## src/rtl/writeback_stage.sv

```systemverilog
// Writeback stage: retires ALU results directly and waits for the data memory
// response on loads, then extracts/extends and strobes the register-file write port.
//
// state     | meaning
// IDLE      | ready for the next retiring instruction
// WAIT_LOAD | load accepted; waiting for mem_rvalid or timeout
module writeback_stage #(
  parameter int LOAD_TIMEOUT = 16
) (
  input  logic        clk,
  input  logic        rst,
  input  logic        in_valid,
  output logic        in_ready,
  input  logic [4:0]  in_rd,
  input  logic        in_reg_write,
  input  logic        in_is_load,
  input  logic [2:0]  in_funct3,
  input  logic [1:0]  in_addr_lo,
  input  logic [31:0] in_alu_result,
  input  logic        mem_rvalid,
  input  logic [31:0] mem_rdata,
  output logic [4:0]  rf_wr_addr,
  output logic [31:0] rf_data,
  output logic        rf_write_enable,
  output logic        load_err,
  output logic [31:0] retire_cnt
);

  typedef enum logic [0:0] {IDLE, WAIT_LOAD} state_t;

  localparam logic [7:0] TIMER_LAST = 8'(LOAD_TIMEOUT - 1);

  state_t      state, state_nxt;
  logic [7:0]  timer, timer_nxt;
  logic [4:0]  ld_rd;
  logic        ld_reg_write;
  logic [2:0]  ld_funct3;
  logic [1:0]  ld_addr_lo;
  logic        ld_latch;

  logic [4:0]  wr_addr_nxt;
  logic [31:0] wr_data_nxt;
  logic        wr_en_nxt;
  logic        err_nxt;
  logic [31:0] cnt_nxt;

  logic [7:0]  ld_byte;
  logic [15:0] ld_half;
  logic [31:0] ld_value;

  always_comb begin
    ld_byte = mem_rdata[7:0];
    case (ld_addr_lo)
      2'd0: ld_byte = mem_rdata[7:0];
      2'd1: ld_byte = mem_rdata[15:8];
      2'd2: ld_byte = mem_rdata[23:16];
      2'd3: ld_byte = mem_rdata[31:24];
      default: ld_byte = mem_rdata[7:0];
    endcase
    ld_half = ld_addr_lo[1] ? mem_rdata[31:16] : mem_rdata[15:0];
    // Reserved load encodings fall through to a full-word load.
    case (ld_funct3)
      3'b000:  ld_value = {{24{ld_byte[7]}}, ld_byte};
      3'b100:  ld_value = {24'h0, ld_byte};
      3'b001:  ld_value = {{16{ld_half[15]}}, ld_half};
      3'b101:  ld_value = {16'h0, ld_half};
      default: ld_value = mem_rdata;
    endcase
  end

  always_comb begin
    in_ready    = (state == IDLE) && !rst;
    state_nxt   = state;
    timer_nxt   = timer;
    ld_latch    = 1'b0;
    wr_addr_nxt = rf_wr_addr;
    wr_data_nxt = rf_data;
    wr_en_nxt   = 1'b0;
    err_nxt     = 1'b0;
    cnt_nxt     = retire_cnt;
    case (state)
      IDLE: begin
        if (in_valid && in_ready) begin
          if (in_is_load) begin
            ld_latch  = 1'b1;
            timer_nxt = 8'd0;
            state_nxt = WAIT_LOAD;
          end else begin
            wr_addr_nxt = in_rd;
            wr_data_nxt = in_alu_result;
            wr_en_nxt   = in_reg_write && (in_rd != 5'd0);
            cnt_nxt     = retire_cnt + 32'd1;
          end
        end
      end
      WAIT_LOAD: begin
        // Data arriving in the final cycle takes priority over the timeout.
        if (mem_rvalid) begin
          wr_addr_nxt = ld_rd;
          wr_data_nxt = ld_value;
          wr_en_nxt   = ld_reg_write && (ld_rd != 5'd0);
          cnt_nxt     = retire_cnt + 32'd1;
          state_nxt   = IDLE;
        end else if (timer == TIMER_LAST) begin
          err_nxt   = 1'b1;
          state_nxt = IDLE;
        end else begin
          timer_nxt = timer + 8'd1;
        end
      end
      default: state_nxt = IDLE;
    endcase
  end

  always_ff @(posedge clk) begin
    if (rst) begin
      state           <= IDLE;
      timer           <= 8'd0;
      ld_rd           <= 5'd0;
      ld_reg_write    <= 1'b0;
      ld_funct3       <= 3'd0;
      ld_addr_lo      <= 2'd0;
      rf_wr_addr      <= 5'd0;
      rf_data         <= 32'd0;
      rf_write_enable <= 1'b0;
      load_err        <= 1'b0;
      retire_cnt      <= 32'd0;
    end else begin
      state           <= state_nxt;
      timer           <= timer_nxt;
      rf_wr_addr      <= wr_addr_nxt;
      rf_data         <= wr_data_nxt;
      rf_write_enable <= wr_en_nxt;
      load_err        <= err_nxt;
      retire_cnt      <= cnt_nxt;
      if (ld_latch) begin
        ld_rd        <= in_rd;
        ld_reg_write <= in_reg_write;
        ld_funct3    <= in_funct3;
        ld_addr_lo   <= in_addr_lo;
      end
    end
  end

endmodule

```

## config.mk

```make
export PLATFORM = sky130hd
export DESIGN_NAME = writeback_stage
export DESIGN_NICKNAME = d
export VERILOG_FILES = /design/src/rtl/writeback_stage.sv
export SDC_FILE = /design/constraint.sdc
export NUM_CORES = 1
export LEC_CHECK = 0
export CAP_MARGIN = 20
export CORE_MARGIN = 2
export CORE_UTILIZATION = 30
export DETAILED_ROUTE_END_ITERATION = 8
export GPL_ROUTABILITY_DRIVEN = 0
export PLACE_DENSITY = 0.68
export SLEW_MARGIN = 10
export SYNTH_ARGS = -nofsm -noshare
export SYNTH_HDL_FRONTEND = slang
export SYNTH_SLANG_ARGS = --single-unit
```

## constraint.sdc

```tcl
create_clock -name clk -period 2.6 [get_ports clk]
set_input_delay 0.52 -clock clk [delete_from_list [all_inputs] [get_ports clk]]
set_output_delay 0.52 -clock clk [all_outputs]
set_load 0.01 [all_outputs]
```

* Yosys cells after proc, flatten, opt, wreduce, memory -nomap -nowiden
Cells that the tools add are included.
Storage, ports and cells: bits in latches 0, memory bits (read-only) 0, word-level logic and storage cells 70, input bits 80, register bits 91, memories kept 0, RAM bits 0
Cells by class: order comparisons 0, equality and inequality tests 13, add/subtract/negate cells 2, $mul 0, div/mod/pow operators 0, bitwise gates (word level) 1, mux-type cells 31, reductions and logical operators 12, shifts and indexed selects 0
Operators by type and width (count):
- 32-bit two-way mux | 6
- 32-bit case mux with 2 select lines | 2
- 32-bit case mux with 4 select lines | 1
- 32-bit by 1-bit adder with 32-bit output, second input constant | 1
- 8-bit two-way mux | 4
- 8-bit case mux with 4 select lines | 1
- 16-bit two-way mux | 1
- 8-bit case mux with 2 select lines | 1
- 5-bit two-way mux | 3
- 2-bit != test, second input constant | 5
- 5-bit case mux with 2 select lines | 1
- 5-bit nonzero test | 2
- 1-bit two-way mux | 9
- 8-bit by 1-bit adder with 8-bit output, second input constant | 1
- 8-bit by 4-bit equality test with 1-bit output, second input constant | 1
- 3-bit equality test, second input constant | 2
- 2-bit equality test, second input constant | 2
- 1-bit logical AND | 4
- 1-bit case mux with 2 select lines | 2
- 4-bit AND reduction | 1
- 3-bit by 1-bit equality test with 1-bit output, second input constant | 1
- 3-bit logical NOT | 1
- 3-bit AND reduction | 1
- 3-bit OR reduction | 1
- 5 further kinds | 5

* Longest topological paths before layout
Gate-level depths: netlist of the first run.
word-level depth 5, depth in mapped cells 8, depth with buffers taken out 5

* Worst setup path before layout of the first run
Ideal clock, no wire load.
path type input-to-reg, from in rst, to reg retire_cnt[16], path slack 0.586 ns, setup time 0.070 ns, buffers on the path 0, stages 4, data arrival time 1.944 ns, cell sequence or4b_4 > a2111o_1 > or3_1 > a21oi_1
On the way: word-level cells in the longest chain between the ends 5
Ends and longest elaborated chain:
- from (decl) | line 11 | input logic rst,
- 1-bit logical NOT | line 72 | in_ready = (state == IDLE) && !rst;
- 1-bit logical AND | line 72
- 1-bit logical AND | line 83 | if (in_valid && in_ready) begin
- 2-bit by 1-bit != test with 1-bit output (no source line)
- 3-bit AND reduction (no source line)
- to (signal assigned) | line 135 | retire_cnt <= cnt_nxt;
- to (decl) | line 26 | output logic [31:0] retire_cnt
Parallel ways exist; a longest one is shown, timed or not. A chain may end at the register's enable or synchronous reset.

* Worst setup path after layout of the first run
from in mem_rdata[7], to reg rf_data[26]
On the way: word-level cells in the longest chain between the ends 4
Ends and longest elaborated chain:
- from (decl) | line 21 | input logic [31:0] mem_rdata,
- 8-bit case mux with 4 select lines | line 53 | case (ld_addr_lo)
- 32-bit case mux with 4 select lines | line 62 | case (ld_funct3)
- 32-bit two-way mux | line 98 | if (mem_rvalid) begin
- 32-bit case mux with 2 select lines | line 81 | case (state)
- to (signal assigned) | line 132 | rf_data <= wr_data_nxt;
- to (decl) | line 23 | output logic [31:0] rf_data,
Every way passes these cells. The select of a mux whose other input is x is not followed.

==> summary.md, run 1 <==
| Metric | Value |
|---|---|
| Cell area after layout | `approximately 6900 um^2` |
| Worst setup SP type | `primary input` |
| Slowest stage delay, CP | `0.62 ns` |
| Std cell rows | `46` |
| Most frequent cell after synthesis | `nand2_1` |
| Syn Inst Count | `592` |
| Cts hold-fix bufs | `0` |
| Worst path slowest cell | `o41a_1` |
| Syn Nets | `674` |
| Sequential share of power | `0.436` |
| Cell Pwr Density | `485 nW/um^2` |
| # setup viols final | `0` |
| Clock Pin Slew Worst Setup and Hold Paths | `0.06 ns` |
| Vias per Instance | `5.30` |
| Worst Path Arrival | `2.44 ns` |
| Critical Path RT | `about 2.8 ns` |
| Vias in the first global route | `4,516` |
| Worst Hold Class | `flop to flop` |
| Internal power | `2.57 mW` |
| Routed WL | `between 15 and 20 mm` |
| Status | `finished clean` |
| Flop-to-flop setup slack | `0.43 ns` |
| Launch point of the worst path | `mem_rdata[7]` |
| Final net count | `816` |
| H-Tree Depth | `3` |
| Endpoint of the worst register-to-register path | `rf_data[26]` |
| Layout area overhead | `44.4%` |
| Fin Setup TNS | `0 ns` |
| CP Capture Point | `rf_data[26]` |
| First-pass detailed-route iteration total | `5` |
| Post-cts sizing count | `0` |
| Tmin final | `2.26 ns` |
| Synth cell count leaders | `nand2_1, dfxtp_1, a21oi_1` |
| Inserted Clock Buffers | `9` |
| Ys async rst share | `0` |
| Multi-input logic area | `2770 um^2` |
| CTS sink cnt | `91` |
| Core Footprint | `15,800 um^2` |
| Post-CTS Setup Inserts | `0` |
| Post-DP Area | `6610 um^2` |
| Die W | `between 100 and 150 um` |
| YS warnings | `0` |
| Synth area leaders | `dfxtp_1, nand2_1, a21oi_1` |
| Max_slew headroom | `0.447` |
| CP Capture Type | `flop` |
| Most used DFF post-synth | `dfxtp_1` |
| Flops & latches, synth | `91` |
| First-pass GRT wire length | `24.5 mm` |
| Grt total ovfl | `0` |
| Clock latency on the worst-skew pair | `0.35 ns` |
| Worst Tran Pin Value | `0.828 ns` |
| CTS tree | `built` |
| Part of the cycle the worst path needs | `0.868` |
| Initial antenna violation count | `0` |
| Worst reg2reg startpoint | `ld_funct3[0]` |
| Combinational share of power | `0.135` |
| P_sw | `0.791 mW` |
| FF+latch area | `1820 um^2` |
| Root Buffer | `clkbuf_16` |
| Switch share | `0.235` |
| Clock share of power | `0.430` |
| Max Cap Viol | `0` |
| Post-Syn Area | `just under 5000 um^2` |
| Met2 Use GR | `0.284` |
| Filler cells | `roughly 1,600` |
| Critical path type | `primary input to flop` |
| Crit-path cells | `clkdlybuf4s50_1 > mux4_2 > nor2_1 > o41a_1 > a221oi_1` |
| Starting density of the core | `0.304` |
| Residual DRC | `0` |
| Unrepaired setup endpoints after global routing | `no` |
| Ant diodes | `0` |
| Grt met3 use | `0.0371` |
| Iteration-0 DRC count of the detailed router | `around 290` |
| Busiest grt layer | `met2` |
| Yosys top cell by area | `dfxtp_1` |
| Longest Clk Path Bufs | `2` |
| Synth unique cells | `between 50 and 60` |
| Antenna-violating nets left | `0` |
| Post-synth EDFFs | `0` |
| Dpl hpwl | `roughly 12 mm` |
| Synth top area share | `0.379` |
| R2R cell count | `4` |
| Leak | `2.26 nW` |
| Seq/Total Area, Yosys | `0.379` |
| Vias post-DR | `5,063` |
| Syn avg cell area | `8.11 um^2` |
| Maximum VDD drop | `317 uV` |
| DIE AREA | `approximately 17,000 um^2` |
| Pins Over Slew Limit | `0` |
| I/O pin cnt | `about 150` |
| Fmax | `443 MHz` |
| Clock skew | `0.00632 ns` |
| Met1 Resource Use GR | `0.255` |
| Final Hold Fails | `0` |
| WL/cell | `about 17 um` |
| Share of cells above drive strength 1 | `0.0812` |
| Total track usage | `0.184` |
| Crit-path max FO | `16` |
| PortBufs | `151` |
| Largest net degree at the start of global routing | `between 50 and 60` |
| Die Y | `131 um` |
how the worst min path moves through the flow:
stage,to,startpoint,cells after the start
2_1_floorplan,ld_reg_write,ld_reg_write,2
3_3_place_gp,rf_data[7],rf_data[7],2
3_5_place_dp,rf_data[8],rf_data[8],2
4_1_cts,rf_data[7],rf_data[7],2
5_1_grt,rf_data[12],rf_data[12],2
6_report,rf_data[7],rf_data[7],2
cell type report:
cell class              instances  area share
repair buffers                175       0.245
well taps                     216      0.0390
multi-input cells             446       0.400
clock buffers                  11      0.0365
flip-flops and latches         91       0.263
inverters                      11     0.00596
clock inverters                 5      0.0108
registers in the layout (all words and copies together) (netlist names), 2 cells and up:
name,cells
ld_funct3,3
rf_data,32
timer,8
ld_rd,5
ld_addr_lo,2
retire_cnt,32
rf_wr_addr,5
power groups by stage:
stage | sequential (mW) | clock, mW | combinational, mW
global route | 1.47 | 1.54 | 0.489
floorplan | 1.50 | 0 | 0.173
detailed placement | 1.50 | 0 | 0.451
finish | 1.47 | 1.45 | 0.453
CTS | 1.47 | 1.48 | 0.453
global placement | 1.50 | 0 | 0.450
per-stage QoR:
| step | hold WS (ns) | instances | util | worst slack [ns] | total power [mW] |
|---|---|---|---|---|---|
| 6_report | 0.457 | 955 | 0.440 | 0.344 | 3.36 |
| 5_1_grt | 0.477 | 955 | 0.440 | 0.200 | 3.50 |
| 4_1_cts | 0.461 | 955 | 0.440 | 0.376 | 3.40 |
| 3_5_place_dp | 0.451 | 939 | 0.419 | 0.0154 | 1.95 |
| 3_3_place_gp | 0.447 | 939 | 0.419 | 0.0554 | 1.95 |
| 2_1_floorplan | 0.437 | 592 | - | 0.586 | 1.67 |
worst max-delay path, delay by kind of cell:
| kind | cells | cell delay, ns |
|---|---|---|
| muxes | 1 | 0.49 |
| AOI/OAI and AO/OA | 2 | 0.84 |
| and+or+nand+nor | 1 | 0.12 |
| buffers and inverters | 1 | 0.47 |
cell families after synthesis:
kind of cell,count (synthesis),share of synthesized area
adder cells (fa/ha/maj),2,0.00521
flip-flops,91,0.379
multiplexers,13,0.0300
AO/OA/AOI/OAI,180,0.252
XOR/XNOR,7,0.0128
buffers and inverters,55,0.0469
AND/OR/NAND/NOR,244,0.273
layer usage:
layer	vias to the layer above	wire length (um)	part of all wire
met5	-	0	0
met4	0	419	0.026
met3	25	812	0.051
met2	142	7390	0.46
met1	2398	7330	0.46
li1	2498	-	-
cell usage in the layout (no fill, tap or decap), drive strengths merged, types with 13 or more instances in the layout:
cell,instances
a211oi,13
a21oi,46
a221oi,16
buf,25
clkdlybuf4s50,150
dfxtp,91
nand2,93
nand3,15
nor2,31
o21ai,46
o31ai,15
or3,19
or4,20
(Power assumes the default switching activity.)
==> inputs of run 2 (changes only) <==
--- a/config.mk
+++ b/config.mk
@@ -11,7 +11,7 @@
 export DETAILED_ROUTE_END_ITERATION = 8
 export GPL_ROUTABILITY_DRIVEN = 0
 export PLACE_DENSITY = 0.68
-export SLEW_MARGIN = 10
+export SLEW_MARGIN = 20
 export SYNTH_ARGS = -nofsm -noshare
 export SYNTH_HDL_FRONTEND = slang
 export SYNTH_SLANG_ARGS = --single-unit
==> constraint.sdc (replaced) <==
create_clock -name clk -period 2.6 [get_ports clk]
set_input_delay 0.26 -clock clk [delete_from_list [all_inputs] [get_ports clk]]
set_output_delay 0.26 -clock clk [all_outputs]
set_load 0.01 [all_outputs]
==> run 2 against run 1 <==
Clock power is 9% lower. Sequential power hardly changed. Register-to-register slack worse by 0.02 ns. Via count is 1.1% lower. Utilization is 0.44 points lower. Final area is 1.0% lower. First-iteration DRC count is 1.4% lower. Combinational power is 2% lower.
==> summary.md, run 2 (synthesis results as in run 1) <==
| Metric | Value |
|---|---|
| WL/cell | `~17 um` |
| First-pass detailed-route iteration total | `4` |
| Vias per Instance | `5.27` |
| Post-Layout Cell Count | `950` |
| Layout area overhead | `43.0%` |
| Worst Hold Class | `primary input to flop` |
| Most frequent cells in the layout | `clkdlybuf4s50_1, nand2_1, dfxtp_1` |
| Pins Over Slew Limit | `0` |
| Commonest non-fill, non-tap cell in the layout | `clkdlybuf4s50_1` |
| Largest net degree at the start of global routing | `about 60` |
| H-Tree Depth | `3` |
| Ant diodes | `0` |
| Hold path depth | `4` |
| Longest Clk Path Bufs | `2` |
| Die W | `131 um` |
| Final net count | `a little over 800` |
| Worst Tran Pin Value | `0.702 ns` |
| Share of cells above drive strength 1 | `0.0736` |
| Clock latency on the worst-skew pair | `0.35 ns` |
| Max Cap Viol | `0` |
| Sequential share of power | `0.453` |
| Worst setup SP type | `flop` |
| Worst Path Arrival | `roughly 2.0 ns` |
| Grt total ovfl | `0` |
| Root Buffer | `clkbuf_16` |
| PortBufs | `151` |
| Core Footprint | `15,800 um^2` |
| Routed WL | `15.8 mm` |
| Critical Path RT | `2.34 ns` |
| Total track usage | `0.182` |
| Max_slew headroom | `0.531` |
| Switch share | `0.243` |
| # setup viols final | `0` |
| Critical path type | `flop to output port` |
| Leak | `2.22 nW` |
| Unrepaired setup endpoints after global routing | `no` |
| CTS tree | `built` |
| Post-placement cell count | `934` |
| Clock skew | `0.00625 ns` |
| Finished Core Util | `0.435` |
| Cell Pwr Density | `~470 nW/um^2` |
| Cts hold-fix bufs | `0` |
| Initial antenna violation count | `0` |
| Vias post-DR | `between 5,000 and 6,000` |
| Std cell rows | `46` |
| CTS sink cnt | `91` |
| I/O pin cnt | `152` |
| R2R cell count | `4` |
| Residual DRC | `0` |
| P_sw | `0.785 mW` |
| Starting density of the core | `0.304` |
| Part of the cycle the worst path needs | `0.886` |
| Largest registers | `retire_cnt (32), rf_data (32), timer (8)` |
| Inserted Clock Buffers | `9` |
| Iteration-0 DRC count of the detailed router | `290` |
| Clock share of power | `0.409` |
| Die Y | `about 130 um` |
| DIE AREA | `17,000 um^2` |
| Clock Pin Slew Worst Setup and Hold Paths | `0.06 ns` |
| Final Hold Fails | `0` |
| Crit-path max FO | `48` |
| Setup WS post-layout | `0.296 ns` |
| Fin Setup TNS | `0 ns` |
| Status | `finished clean` |
| Combinational share of power | `0.137` |
| Maximum VDD drop | `319 uV` |
| CP Capture Type | `output port` |
| Post-CTS Setup Inserts | `0` |
| Post-cts sizing count | `0` |
| Internal power | `approximately 2.4 mW` |
| Tmin final | `2.30 ns` |
| Fmax | `~430 MHz` |
| Antenna-violating nets left | `0` |
| Place WS | `0.238 ns` |
| First-pass GRT wire length | `24.6 mm` |
| Dpl hpwl | `~12 mm` |
| Vias in the first global route | `4,703` |
[run 2: cell types whose count changed in the layout (fill, tap and decap cells not counted), sizes merged]
cell and delta:
buf -5, bufinv -1, clkinvlp +1
[run 2: final timing paths]
path	to	from	slack, ns
worst max-delay path	in_ready	state	0.30
worst min-delay path	ld_funct3[0]	rst	0.40
worst max register to register	retire_cnt[31]	retire_cnt[6]	0.41
worst min register to register	rf_data[7]	rf_data[7]	0.45
[run 2: cell type report]
class / instances / area (um^2)
Fill cell: 1568 / 8910
Sequential cell: 91 / 1820
Multi-Input combinational cell: 446 / 2770
Inverter: 11 / 41.3
Tap cell: 216 / 270
Timing Repair Buffer: 170 / 1660
Clock buffer: 11 / 243
Clock inverter: 5 / 52.6
[run 2: worst max-delay path, cell delays in order (launching register included)]
cell and delay (ns):
dfxtp_2 0.44, buf_4 0.51, nor2_1 0.22, clkdlybuf4s50_1 0.53
[run 2: layer usage]
layer	part of all wire	GRT usage	vias up
li1	-	-	2488
met1	0.47	0.255	2350
met2	0.45	0.275	132
met3	0.043	0.0265	36
met4	0.041	0.0907	0
met5	0	0	-
[run 2: power by group through the flow]
stage	sequential, mW	clock, mW	combinational (mW)
after global routing	1.47	1.42	0.484
after global placement	1.50	0	0.442
after CTS	1.46	1.36	0.446
after detailed placement	1.50	0	0.444
after floorplan	1.50	0	0.173
final	1.46	1.32	0.444
[run 2: per-stage QoR]
step           power [mW]  hold WS (ns)  instance area [um^2]
3_5_place_dp         1.94         0.448                  6570
5_1_grt              3.37         0.430                  6860
4_1_cts              3.27         0.399                  6860
3_3_place_gp         1.94         0.448                  6570
2_1_floorplan        1.67         0.396                  4800
6_report             3.23         0.401                  6860
